## src/rtl/tt_um_hoene_rgb_frame_decoder_pkg.sv

```systemverilog
// Shared definitions for the RGB frame decoder: FSM state encoding,
// default frame parameters and the serial CRC-8 step function.
package tt_um_hoene_rgb_frame_decoder_pkg;

  typedef enum logic [1:0] {
    ST_HUNT    = 2'd0,
    ST_PAYLOAD = 2'd1,
    ST_CRC     = 2'd2
  } state_e;

  localparam logic [7:0] DEF_SYNC_WORD      = 8'hD5;
  localparam int         DEF_SYNC_LEN       = 8;
  localparam int         DEF_CHANNEL_W      = 10;
  localparam int         DEF_TIMEOUT_CYCLES = 4096;
  localparam int         PAYLOAD_BITS       = 30;
  localparam int         CRC_W              = 8;
  localparam logic [7:0] CRC_POLY           = 8'h07;

  // One MSB-first shift of the CRC-8 register for a single input bit.
  function automatic logic [CRC_W-1:0] crc8_step(input logic [CRC_W-1:0] crc, input logic bit_i);
    crc8_step = {crc[CRC_W-2:0], 1'b0} ^ ((crc[CRC_W-1] ^ bit_i) ? CRC_POLY : 8'h00);
  endfunction

endpackage

```

## src/rtl/tt_um_hoene_rgb_frame_decoder_crc8.sv

```systemverilog
// Serial CRC-8 (poly 0x07, init 0x00) with bit-enable and clear.
// Only built when HOENE_FRAME_CRC_EN is defined.
`ifdef HOENE_FRAME_CRC_EN
module tt_um_hoene_crc8
  import tt_um_hoene_rgb_frame_decoder_pkg::*;
(
  input  logic             clk,
  input  logic             rst,
  input  logic             clr_i,
  input  logic             en_i,
  input  logic             bit_i,
  output logic [CRC_W-1:0] crc_o
);

  logic [CRC_W-1:0] crc_q;

  // Accumulate one bit per enable; clear restarts the checksum.
  always_ff @(posedge clk) begin
    if (rst || clr_i) begin
      crc_q <= '0;
    end else if (en_i) begin
      crc_q <= crc8_step(crc_q, bit_i);
    end
  end

  assign crc_o = crc_q;

endmodule
`endif

```

## src/rtl/tt_um_hoene_rgb_frame_decoder.sv

```systemverilog
// RGB frame decoder: hunts for the sync word in the recovered bit stream,
// deserialises a 3-channel payload and commits it only for complete,
// error-free frames. Optional trailing CRC-8 check: HOENE_FRAME_CRC_EN.
//
//  state      | meaning
//  -----------+----------------------------------------------
//  ST_HUNT    | shifting bits into sync register, waiting for sync word
//  ST_PAYLOAD | collecting the 3*CHANNEL_W payload bits
//  ST_CRC     | collecting the 8 CRC bits (CRC build only)
module tt_um_hoene_rgb_frame_decoder
  import tt_um_hoene_rgb_frame_decoder_pkg::*;
#(
  parameter int                  SYNC_LEN       = DEF_SYNC_LEN,
  parameter logic [SYNC_LEN-1:0] SYNC_WORD      = DEF_SYNC_WORD,
  parameter int                  CHANNEL_W      = DEF_CHANNEL_W,
  parameter int                  TIMEOUT_CYCLES = DEF_TIMEOUT_CYCLES
) (
  input  logic                 clk,
  input  logic                 rst,
  input  logic                 in_data,
  input  logic                 in_clk,
  input  logic                 in_error,
  output logic [CHANNEL_W-1:0] red,
  output logic [CHANNEL_W-1:0] green,
  output logic [CHANNEL_W-1:0] blue,
  output logic                 frame_valid,
  output logic                 insync,
  output logic                 frame_error
);

  localparam int PB    = 3 * CHANNEL_W;
  localparam int CNT_W = $clog2(PB);
  localparam int TMO_W = $clog2(TIMEOUT_CYCLES + 1);

  state_e                 state_q;
  logic                   in_clk_q;
  logic [SYNC_LEN-1:0]    sync_q;
  logic [PB-1:0]          shift_q;
  logic [CNT_W-1:0]       cnt_q;
  logic [TMO_W-1:0]       tmo_q;
  logic                   commit_q;
  logic [CHANNEL_W-1:0]   red_q, green_q, blue_q;
  logic                   frame_valid_q, insync_q, frame_error_q;

  logic                   strobe;
  logic                   abort;
  logic [SYNC_LEN-1:0]    sync_d;

  assign strobe = in_clk & ~in_clk_q;
  assign sync_d = {sync_q[SYNC_LEN-2:0], in_data};
  // An idle cycle that would be the TIMEOUT_CYCLES-th in a row ends the frame.
  assign abort  = in_error | (~strobe & (tmo_q == TMO_W'(TIMEOUT_CYCLES - 1)));

`ifdef HOENE_FRAME_CRC_EN
  logic [CRC_W-1:0] crc_rx_q;
  logic [CRC_W-1:0] crc_rx_d;
  logic [CRC_W-1:0] crc_calc;

  assign crc_rx_d = {crc_rx_q[CRC_W-2:0], in_data};

  tt_um_hoene_crc8 u_crc (
    .clk   (clk),
    .rst   (rst),
    .clr_i (state_q == ST_HUNT),
    .en_i  ((state_q == ST_PAYLOAD) && strobe),
    .bit_i (in_data),
    .crc_o (crc_calc)
  );
`endif

  // Frame FSM, counters and registered outputs. Commit is staged through
  // commit_q so outputs update one cycle after the final-bit strobe.
  always_ff @(posedge clk) begin
    if (rst) begin
      state_q       <= ST_HUNT;
      in_clk_q      <= 1'b0;
      sync_q        <= '0;
      shift_q       <= '0;
      cnt_q         <= '0;
      tmo_q         <= '0;
      commit_q      <= 1'b0;
      red_q         <= '0;
      green_q       <= '0;
      blue_q        <= '0;
      frame_valid_q <= 1'b0;
      insync_q      <= 1'b0;
      frame_error_q <= 1'b0;
`ifdef HOENE_FRAME_CRC_EN
      crc_rx_q      <= '0;
`endif
    end else begin
      in_clk_q      <= in_clk;
      commit_q      <= 1'b0;
      frame_valid_q <= 1'b0;
      frame_error_q <= 1'b0;

      if (commit_q) begin
        red_q         <= shift_q[PB-1 -: CHANNEL_W];
        green_q       <= shift_q[2*CHANNEL_W-1 -: CHANNEL_W];
        blue_q        <= shift_q[CHANNEL_W-1:0];
        frame_valid_q <= 1'b1;
        insync_q      <= 1'b1;
      end

      if (state_q == ST_HUNT || strobe) begin
        tmo_q <= '0;
      end else if (tmo_q != TMO_W'(TIMEOUT_CYCLES)) begin
        tmo_q <= tmo_q + 1'b1;
      end

      case (state_q)
        ST_HUNT: begin
          if (in_error) begin
            sync_q   <= '0;
            insync_q <= 1'b0;
          end else if (strobe) begin
            if (sync_d == SYNC_WORD) begin
              sync_q  <= '0;
              cnt_q   <= '0;
              state_q <= ST_PAYLOAD;
            end else begin
              sync_q <= sync_d;
            end
          end
        end
        default: begin
          if (abort) begin
            state_q       <= ST_HUNT;
            sync_q        <= '0;
            frame_error_q <= 1'b1;
            insync_q      <= 1'b0;
          end else if (strobe) begin
            cnt_q <= cnt_q + 1'b1;
            if (state_q == ST_PAYLOAD) begin
              shift_q <= {shift_q[PB-2:0], in_data};
              if (cnt_q == CNT_W'(PB - 1)) begin
                cnt_q <= '0;
`ifdef HOENE_FRAME_CRC_EN
                state_q <= ST_CRC;
`else
                state_q  <= ST_HUNT;
                commit_q <= 1'b1;
`endif
              end
            end
`ifdef HOENE_FRAME_CRC_EN
            else begin
              crc_rx_q <= crc_rx_d;
              if (cnt_q == CNT_W'(CRC_W - 1)) begin
                cnt_q   <= '0;
                state_q <= ST_HUNT;
                if (crc_rx_d == crc_calc) begin
                  commit_q <= 1'b1;
                end else begin
                  frame_error_q <= 1'b1;
                  insync_q      <= 1'b0;
                end
              end
            end
`endif
          end
        end
      endcase
    end
  end

  assign red         = red_q;
  assign green       = green_q;
  assign blue        = blue_q;
  assign frame_valid = frame_valid_q;
  assign insync      = insync_q;
  assign frame_error = frame_error_q;

endmodule

```

## config.mk

```make
export PLATFORM = sky130hd
export DESIGN_NAME = tt_um_hoene_rgb_frame_decoder
export DESIGN_NICKNAME = d
export VERILOG_FILES = /design/src/rtl/tt_um_hoene_rgb_frame_decoder_pkg.sv /design/src/rtl/tt_um_hoene_rgb_frame_decoder_crc8.sv /design/src/rtl/tt_um_hoene_rgb_frame_decoder.sv
export SDC_FILE = /design/constraint.sdc
export NUM_CORES = 1
export LEC_CHECK = 0
export BUFFER_PORTS_ARGS = -buffer_cell sky130_fd_sc_hd__buf_2
export CAP_MARGIN = 0
export CORE_ASPECT_RATIO = 0.8
export CORE_MARGIN = 4
export CORE_UTILIZATION = 57
export DETAILED_ROUTE_END_ITERATION = 8
export PLACE_DENSITY = 0.85
export SLEW_MARGIN = 40
export SYNTH_ARGS = -nofsm -noshare
export SYNTH_HDL_FRONTEND = slang
export SYNTH_SLANG_ARGS = --single-unit
```

## constraint.sdc

```tcl
create_clock -name clk -period 2.4 [get_ports clk]
set_clock_uncertainty 0.05 [all_clocks]
set_input_delay 0.24 -clock clk [delete_from_list [all_inputs] [get_ports clk]]
set_output_delay 0.24 -clock clk [all_outputs]
set_load 0.01 [all_outputs]
```

### Word-level counts from Yosys, hierarchy flattened

Index checks and enable logic that the tools add are counted.

* register bits after elaboration: 92
* bits of input ports: 5
* output and inout port bits: 33
* logic and storage cells: 74

* add/sub/neg operators: 2
* equal/unequal tests: 10
* mux-type cells: 28
* bitwise logic cells: 8
* reduce and logical (&&, ||, !) cells: 13

Operator list (count)
* 5-bit two-way mux: 8
* 7-bit two-way mux: 5
* 2-bit two-way mux: 8
* 13-bit by 1-bit adder with 13-bit output (second input constant): 1
* 13-bit by 12-bit == test with 1-bit output (second input constant): 1
* 13-bit inequality test (second input constant): 1
* 8-bit == test (second input constant): 1
* 4-bit AND reduction: 2
* 1-bit two-way mux: 7
* 6-bit AND reduction: 1
* 3-bit nonzero test: 2
* 5-bit by 1-bit adder with 5-bit output (second input constant): 1
* 5-bit == test (second input constant): 1
* 1-bit inverter: 5
* 5-bit OR reduction: 1
* 2-bit by 1-bit inequality test with 1-bit output (second input constant): 2
* 2-bit inequality test (second input constant): 2
* 2-bit nonzero test: 2
* 2-bit OR reduction: 2
* 3-bit inequality test (second input constant): 1
* 1-bit AND: 2
* 2-bit by 1-bit == test with 1-bit output (second input constant): 1
* 2-bit logical NOT: 1
* 2-bit AND reduction: 1
* 2 further kinds: 2

### Depth between registers and ports, before layout

Gate-level depths: netlist (run 1).

* depth in word-level cells: 7
* mapped depth: 6
* mapped depth without buffers: 6

### Least setup slack after synthesis (run 1)

No wires, ideal clock.

* path type: register -> register
* start point: register tmo_q[0]
* end point: register sync_q[1]
* setup time: 117 ps
* arrival time: 1534 ps
* required time: 2233 ps
* slack: 698 ps
* stages on the path, launching flop included: 6
* path buffers: 0
* cell sequence: dfxtp_1 ha_1 nand2_1 nor4_4 a31oi_4 a32o_2

* word-level cells in the longest chain between the ends: 5

Ends and longest elaborated chain
* start, declared: RTL line tt_um_hoene_rgb_frame_decoder.sv:40 `logic [TMO_W-1:0] tmo_q;`
* start signal, assigned: RTL line tt_um_hoene_rgb_frame_decoder.sv:108 `tmo_q <= tmo_q + 1'b1;`
* 13-bit by 12-bit == test with 1-bit output: RTL line tt_um_hoene_rgb_frame_decoder.sv:52 `assign abort = in_error | (~strobe & (tmo_q == TMO_W'(TIMEOUT_CYCLES - 1)));`
* 1-bit AND: RTL line tt_um_hoene_rgb_frame_decoder.sv:52
* 1-bit OR: RTL line tt_um_hoene_rgb_frame_decoder.sv:52
* 2-bit nonzero test (no line)
* 2-bit AND reduction (no line)
* end signal, assigned: RTL line tt_um_hoene_rgb_frame_decoder.sv:122 `sync_q <= sync_d;`
* end, declared: RTL line tt_um_hoene_rgb_frame_decoder.sv:37 `logic [SYNC_LEN-1:0] sync_q;`

Every way passes these cells.
A chain may end at the register's enable or synchronous reset.

### Final worst setup path (run 1)

* start point: register tmo_q[0]
* end point: register sync_q[5]

Same word-level chain as after synthesis.

==> impl_results.md, run 1 <==
- Tot GR Track Use: 19.06%
- Vias in the first global route: roughly 2500
- Simple logic cell fraction of the synthesized area: 21.54%
- Sw Share: around 20%
- Top fanout value on the critical path: 7
- Largest family of logic cells by synthesized area: simple AND/OR/NAND/NOR gates
- Initial antenna violation count: 0
- Detail Route Antenna Nets: 0
- Cell Area, Placed: approximately 3800 um^2
- Core footprint: about 6000 um^2
- Pwr dens: 692.3 nW/um^2
- Cell taking the most area after synthesis: dfxtp_1
- Crit path time final: 1.907 ns
- Top_reg_cell synth: dfxtp_1
- Worst path arrival time: around 2.1 ns
- Setup TNS: 0 ns
- # IOs: 38
- DRT Pass-1 Iters: 4
- Sequential share of the synthesized area: between 50% and 60%
- Final Hold Fails: 0
- Final setup vio count: 0
- Worst setup SP type: register
- Synth cell types: 43
- Vias per cell: around 5.4
- Fillers: slightly below 500
- Share of layout cells above drive strength 1: 16.27%
- Comb power frac: 1.6%
- Crit path max-delay cell type: dfxtp_1
- Part of the power in registers: 54.3%
- Xor-xnor portion of the synthesized cell area: roughly 2.0%
- CP delay by family, top: simple AND/OR/NAND/NOR gates
- Ant diodes: 0
- WL/cell: 13.03 um
- CTS resizes: 0
- Vias: about 2700
- P_sw: 565.7 uW
- Run status: finished clean
- IO buf count: 37
- Setup bufs post-CTS: 0
- Max-cap violation count: 0
- First-pass GRT wire length: 11.43 mm
- Crit share post-route: between 70% and 80%
- Clk network pwr share: a little over two fifths
- Clock slew seen by the registers of the worst setup and hold paths: ~0.080 ns
- Initial core utilization: about 59%
- RSZ-0062 raised after global routing: false
- Post-synthesis compound-gate area fraction: between 10% and 20%
- Clk sinks: between 90 and 100
- # rows: 25
- Static leakage: between 1 and 1.5 nW
- Post-synthesis mux area share: around a tenth
- Pin count of the biggest net entering global routing: 48
- Worst Setup End Kind: register
- Critical path buffer and inverter count: 0
- Routed wire length: ~6.6 mm
- Synthesized Nets: between 300 and 400
- Number of synthesized flops with an enable pin: 0
- CTS tree: done
- Global placement routability congestion: 0.8455
- Worst hold path class: input pin to register
- Area growth syn-to-layout: 13.85%
- Hold buffers post-CTS: 0
- Slowest stage delay, CP: around 0.41 ns
- CP Cell Sequence: ha_1 > nand2_1 > nor4_4 > a31oi_4 > a32o_2
- Post-synth ARST share: 0%
- Die ar.: about 7500 um^2
- Residual DRC: 0
- Die width: ~96 um
- Max-slew violations: 0
- Worst vdd ir: roughly 0.42 mV
- CTS buffer count: 9
- Yosys top cell area share: about half
- Post-Syn Area per Cell: ~9.1 um^2
- Post-Synthesis Cells: 388
- Critical path class: register to register
- Post-Syn Area: around 3500 um^2
- Internal power: 2.218 mW
- Max clock buf depth: 2
- Final hold slack: 0.09853 ns
- Req. time, crit path: ~2.6 ns
- Max Fclk: between 500 and 600 MHz
- Overflow after GRT: 0
- DP Wirelength: around 4.5 mm
- DRT iter0 DRCs: roughly 150
- CTS Root Cell: clkbuf_8
- Yosys warns: 0
- Clk_lat worst skew: approximately 0.36 ns
- Adder-Cell Fraction of Synth Area: under 10%
- Slew Limit Headroom: between 40% and 50%
- FF+latch count, synth: ~90
- Worst-Margin Slew: ~0.77 ns
- Top cells by area, synth: dfxtp_1 (52%), mux2i_1 (9.9%), nand2_1 (8.4%)
- Post-Layout Inst Area: approximately 4000 um^2
- Die Ht: approximately 78 um
- Htree depth: 3
- Nets: between 400 and 500
==> per-stage QoR <==
stage,utilization [%],instances,worst slack (ns),total power [mW]
final,67.31,505,0.4925,2.784
after CTS,67.31,505,0.4777,2.813
after global placement,63.29,489,0.5845,1.593
after detailed placement,63.29,489,0.4894,1.593
after floorplan,-,388,0.6984,1.581
after global routing,67.31,505,0.3532,2.875
==> layer usage <==
metal | vias up | share of wire (%) | track usage, %
met2 | 54 | 46 | 30.32
met3 | 9 | 4.6 | 5.747
met1 | 1291 | 48 | 24.41
li1 | 1380 | - | -
met4 | 0 | 1.1 | 6.676
met5 | - | 0 | 0
==> worst reg2reg max path, delay by kind of cell, from the launching register on <==
family	cells	cell delay, ns
AO/OA/AOI/OAI	2	0.52
flip-flops	1	0.41
adder cells (fa/ha/maj)	1	0.25
AND/OR/NAND/NOR	2	0.57
==> cell type report <==
type	count	area (um^2)	area share (%)
clock inverters	6	112.6	2.800
well taps	81	101.3	2.520
flip-flops and latches	91	1823	45.33
repair buffers	42	222.7	5.538
inverters	6	22.52	0.5600
clock buffers	10	127.6	3.174
multi-input cells	269	1612	40.07
==> cells by family (layout without fill, tap and decap cells) <==
kind of cell    Yosys count  count (layout)
fa+ha+maj                 4               4
xor+xnor                  8               8
compound gates           59              59
mux                      35              35
flops                    91              91
simple gates            163             163
buf+inv                  28              64
==> registers in the layout (all words and copies together) (netlist names) <==
| register | count |
|---|---|
| tmo_q | 13 |
| green | 10 |
| red | 10 |
| sync_q | 7 |
| shift_q | 30 |
| commit_q | 1 |
| cnt_q | 5 |
| frame_error | 1 |
| frame_valid | 1 |
| in_clk_q | 1 |
| insync | 1 |
| blue | 10 |
| state_q | 1 |
==> power by group through the flow <==
| stage | Clock, mW | Combinational [mW] | Sequential (mW) |
|---|---|---|---|
| 3_3_place_gp | 0 | 0.0452 | 1.55 |
| 6_report | 1.23 | 0.0457 | 1.51 |
| 4_1_cts | 1.25 | 0.0458 | 1.51 |
| 3_5_place_dp | 0 | 0.0457 | 1.55 |
| 5_1_grt | 1.31 | 0.0512 | 1.51 |
| 2_1_floorplan | 0 | 0.0344 | 1.55 |
==> worst paths after layout <==
path                from     endpoint  slack (ns)  depth (start not counted)
min              in_data   shift_q[0]         0.1                          3
min reg2reg  shift_q[29]  shift_q[29]        0.42                          2
max             tmo_q[0]    sync_q[5]        0.49                          5
max reg2reg     tmo_q[0]    sync_q[5]        0.49                          5
==> layout by cell type (no fill, tap or decap), drive strengths merged, types with 3 or more instances in the layout <==
cell and instances:
clkbuf 10, ha 4, nor4bb 3, bufinv 3, buf 42, nor2b 4, dfxtp 91, nor3 5
nor2 41, a21oi 38, nand4 3, and2 3, nor4 5, nand2 79, xnor2 6, a32o 3
clkinv 3, mux2i 35, inv 6, nand3b 3, nand3 9, o21ai 6
==> synth_stat cells, types with 2 or more instances <==
cell type	number
a32o_2	3
nand3_1	8
o21bai_1	2
nor4_1	4
o31ai_1	2
ha_1	4
nor4bb_1	3
nor2_1	41
a21oi_1	38
o21a_1	2
nand4_1	2
o21ai_0	6
nand2_1	79
inv_1	5
xnor2_1	6
xor2_1	2
clkbuf_1	14
buf_2	7
nor2b_1	4
nand3b_1	3
dfxtp_1	91
nor3_1	5
and2_1	2
a311oi_1	2
mux2i_1	35
(Power assumes the default switching activity.)
==> inputs of run 2 (changes only) <==
==> constraint.sdc (replaced) <==
create_clock -name clk -period 1.9 [get_ports clk]
set_clock_uncertainty 0.05 [all_clocks]
set_input_delay 0.19 -clock clk [delete_from_list [all_inputs] [get_ports clk]]
set_output_delay 0.19 -clock clk [all_outputs]
set_load 0.01 [all_outputs]
==> run 2 against run 1 <==
  * Register-to-register slack worse by 0.32 ns
  * Via count fell by 0.77%
  * Count of clock-buffer cells in the layout is 1 higher
  * Sequential cell count unchanged
  * Global-route usage rose by 1.2 points
  * Final area is 0.40% lower
  * Total power grew 15%
  * Hold slack worse by 0.066 ns
  * Largest power group unchanged
==> impl_results.md, run 2 (same netlist as run 1, synthesis figures left out) <==
- P_sw: 716.5 uW (+27%)
- Residual DRC: 0 (unchanged)
- DRT Pass-1 Iters: 4 (unchanged)
- Vias in the first global route: 2609 (+2.7%)
- Comb power frac: 1.9% (+0.3 points)
- Core footprint: 5974 um^2 (unchanged)
- Worst Setup End Kind: register
- Initial core utilization: 59.12% (unchanged)
- Worst reg-to-reg path cell count: 5 (unchanged)
- Max clock buf depth: 2 (unchanged)
- Overflow after GRT: 0 (unchanged)
- Worst path arrival time: 1.94 ns (-0.17 ns)
- Initial antenna violation count: 0 (unchanged)
- Cell Area, Placed: 3816 um^2 (+0.93%)
- Crit path time final: 1.729 ns (-0.1786 ns)
- Crit share post-route: 90.99% (+12 points)
- CTS buffer count: 9 (unchanged)
- Critical path class: register to register
- Hold buffers post-CTS: 0 (unchanged)
- Final Hold Fails: 0 (unchanged)
- # rows: 25 (unchanged)
- Run status: finished clean
- Top flop regs: shift_q x30, tmo_q x13
- Clk sinks: 91 (unchanged)
- DRT iter0 DRCs: 141 (-6.6%)
- Number of flip-flops under the largest register name: 30 (unchanged)
- Req. time, crit path: 2.11 ns (-0.49 ns)
- Design Power: 3.189 mW (+15%)
- CP startpoint: tmo_q[0]
- CTS Root Cell: clkbuf_8
- Area growth syn-to-layout: 13.39%
- Commonest cells after routing, fill and taps aside: dfxtp_1 (90), nand2_1 (79), nor2_1 (41), a21oi_1 (38), buf_2 (37)
- Final hold slack: 0.03236 ns (-0.06618 ns)
- Max-cap violation count: 0 (unchanged)
- Htree depth: 3 (unchanged)
- Slowest stage delay, CP: 0.41 ns (about the same)
- First-pass GRT wire length: 12.02 mm (+5.1%)
- Slew Limit Headroom: 56.56% (+7.9 points)
- CTS resizes: 0 (unchanged)
- Worst setup SP type: register
- Clock slew seen by the registers of the worst setup and hold paths: 0.09 ns (about the same)
- Most common cell after layout, fill and taps aside: dfxtp_1
- Worst vdd ir: 0.5179 mV (+23%)
- Pin count of the biggest net entering global routing: 62 (+29%)
- Top fanout value on the critical path: 7 (unchanged)
- Routed wire length: 6.873 mm (+4.4%)
- CTS tree: done
- Die Ht: 78.41 um (unchanged)
- Crit path max-delay cell type: dfxtp_1
- Die ar.: 7528 um^2 (unchanged)
- Place WS: 0.04334 ns (-0.4461 ns)
- Hold path depth: 3 (unchanged)
- Largest reg by FF count: shift_q
- WL/cell: 13.53 um (+3.8%)
- Final setup vio count: 0 (unchanged)
- DP Wirelength: 4.578 mm (+2.6%)
- Pwr dens: 796.2 nW/um^2 (+15%)
- Detail Route Antenna Nets: 0 (unchanged)
- IO buf count: 37 (unchanged)
- Worst-Margin Slew: 0.6457 ns (-0.1220 ns)
- Clk network pwr share: 38.2% (-5.8 points)
- Clk_lat worst skew: 0.36 ns (about the same)
- Setup TNS: 0 ns (unchanged)
- Post-Layout Inst Area: 4005 um^2 (-0.40%)
- Vias per cell: 5.341 (-1.4%)
- RSZ-0062 raised after global routing: false
- R2R Setup Slk: 0.17 ns (-0.32 ns)
- Setup bufs post-CTS: 0 (unchanged)
- CP Cell Sequence: ha_1 > nand2_1 > nor4_4 > a31oi_4 > a32o_2
- Setup ws final: 0.1711 ns (-0.3214 ns)
- RR Startpoint: tmo_q[0]
- # IOs: 38 (unchanged)
- Share of layout cells above drive strength 1: 17.10% (+0.82 points)
- Die width: 96.01 um (unchanged)
- Min-delay src: in_data
- Ant diodes: 0 (unchanged)
- Static leakage: 1.448 nW (-0.82%)
- Part of the power in registers: 59.9% (+5.6 points)
- Max-slew violations: 0 (unchanged)
- Sw Share: 22.47% (+2.1 points)
- Worst hold path class: input pin to register
- Nets: 431 (+0.70%)
- Tot GR Track Use: 20.29% (+1.2 points)
- Vias: 2713 (-0.77%)
- Internal power: 2.472 mW (+11%)
- Max Fclk: 578.4 MHz (+10%)
- Global placement routability congestion: 0.8169 (-3.4%)
==> run 2: final cells by class <==
class                           count  area [um^2]
Fill cell                         473         1969
Sequential cell                    91         1823
Multi-Input combinational cell    269         1612
Timing Repair Buffer               45        257.7
Clock buffer                       11        151.4
Tap cell                           81        101.3
Clock inverter                      5        37.54
Inverter                            6        22.52
==> run 2: final timing paths <==
kind	endpoint
setup / recovery	sync_q[3]
hold / removal	sync_q[0]
setup reg to reg	sync_q[3]
hold reg to reg	commit_q
==> run 2: worst max-delay path: cells and delay by family (launching register included) <==
| family | cells | cell delay, ns |
|---|---|---|
| AO/OA/AOI/OAI | 2 | 0.52 |
| adder cells (fa/ha/maj) | 1 | 0.24 |
| flip-flops | 1 | 0.41 |
| AND/OR/NAND/NOR | 2 | 0.40 |
==> run 2: metrics by stage <==
stage               cells  util (%)
finish                508     67.04
global route          508     67.04
CTS                   508     67.04
detailed placement    492     63.87
global placement      492     63.87
floorplan             388         -
==> run 2: power by group through the flow <==
stage | clock network (mW) | registers [mW] | logic (mW)
6_report | 1.22 | 1.91 | 0.0597
5_1_grt | 1.33 | 1.91 | 0.0655
4_1_cts | 1.24 | 1.91 | 0.0597
3_5_place_dp | 0 | 1.95 | 0.0592
3_3_place_gp | 0 | 1.95 | 0.0585
2_1_floorplan | 0 | 1.95 | 0.0435
==> run 2: per-layer routing <==
layer	track usage, %	wire length [um]	vias up
li1	-	-	1375
met4	6.108	84	0
met2	31.22	3220	63
met5	0	0	-
met3	7.663	374	10
met1	26.37	3194	1265
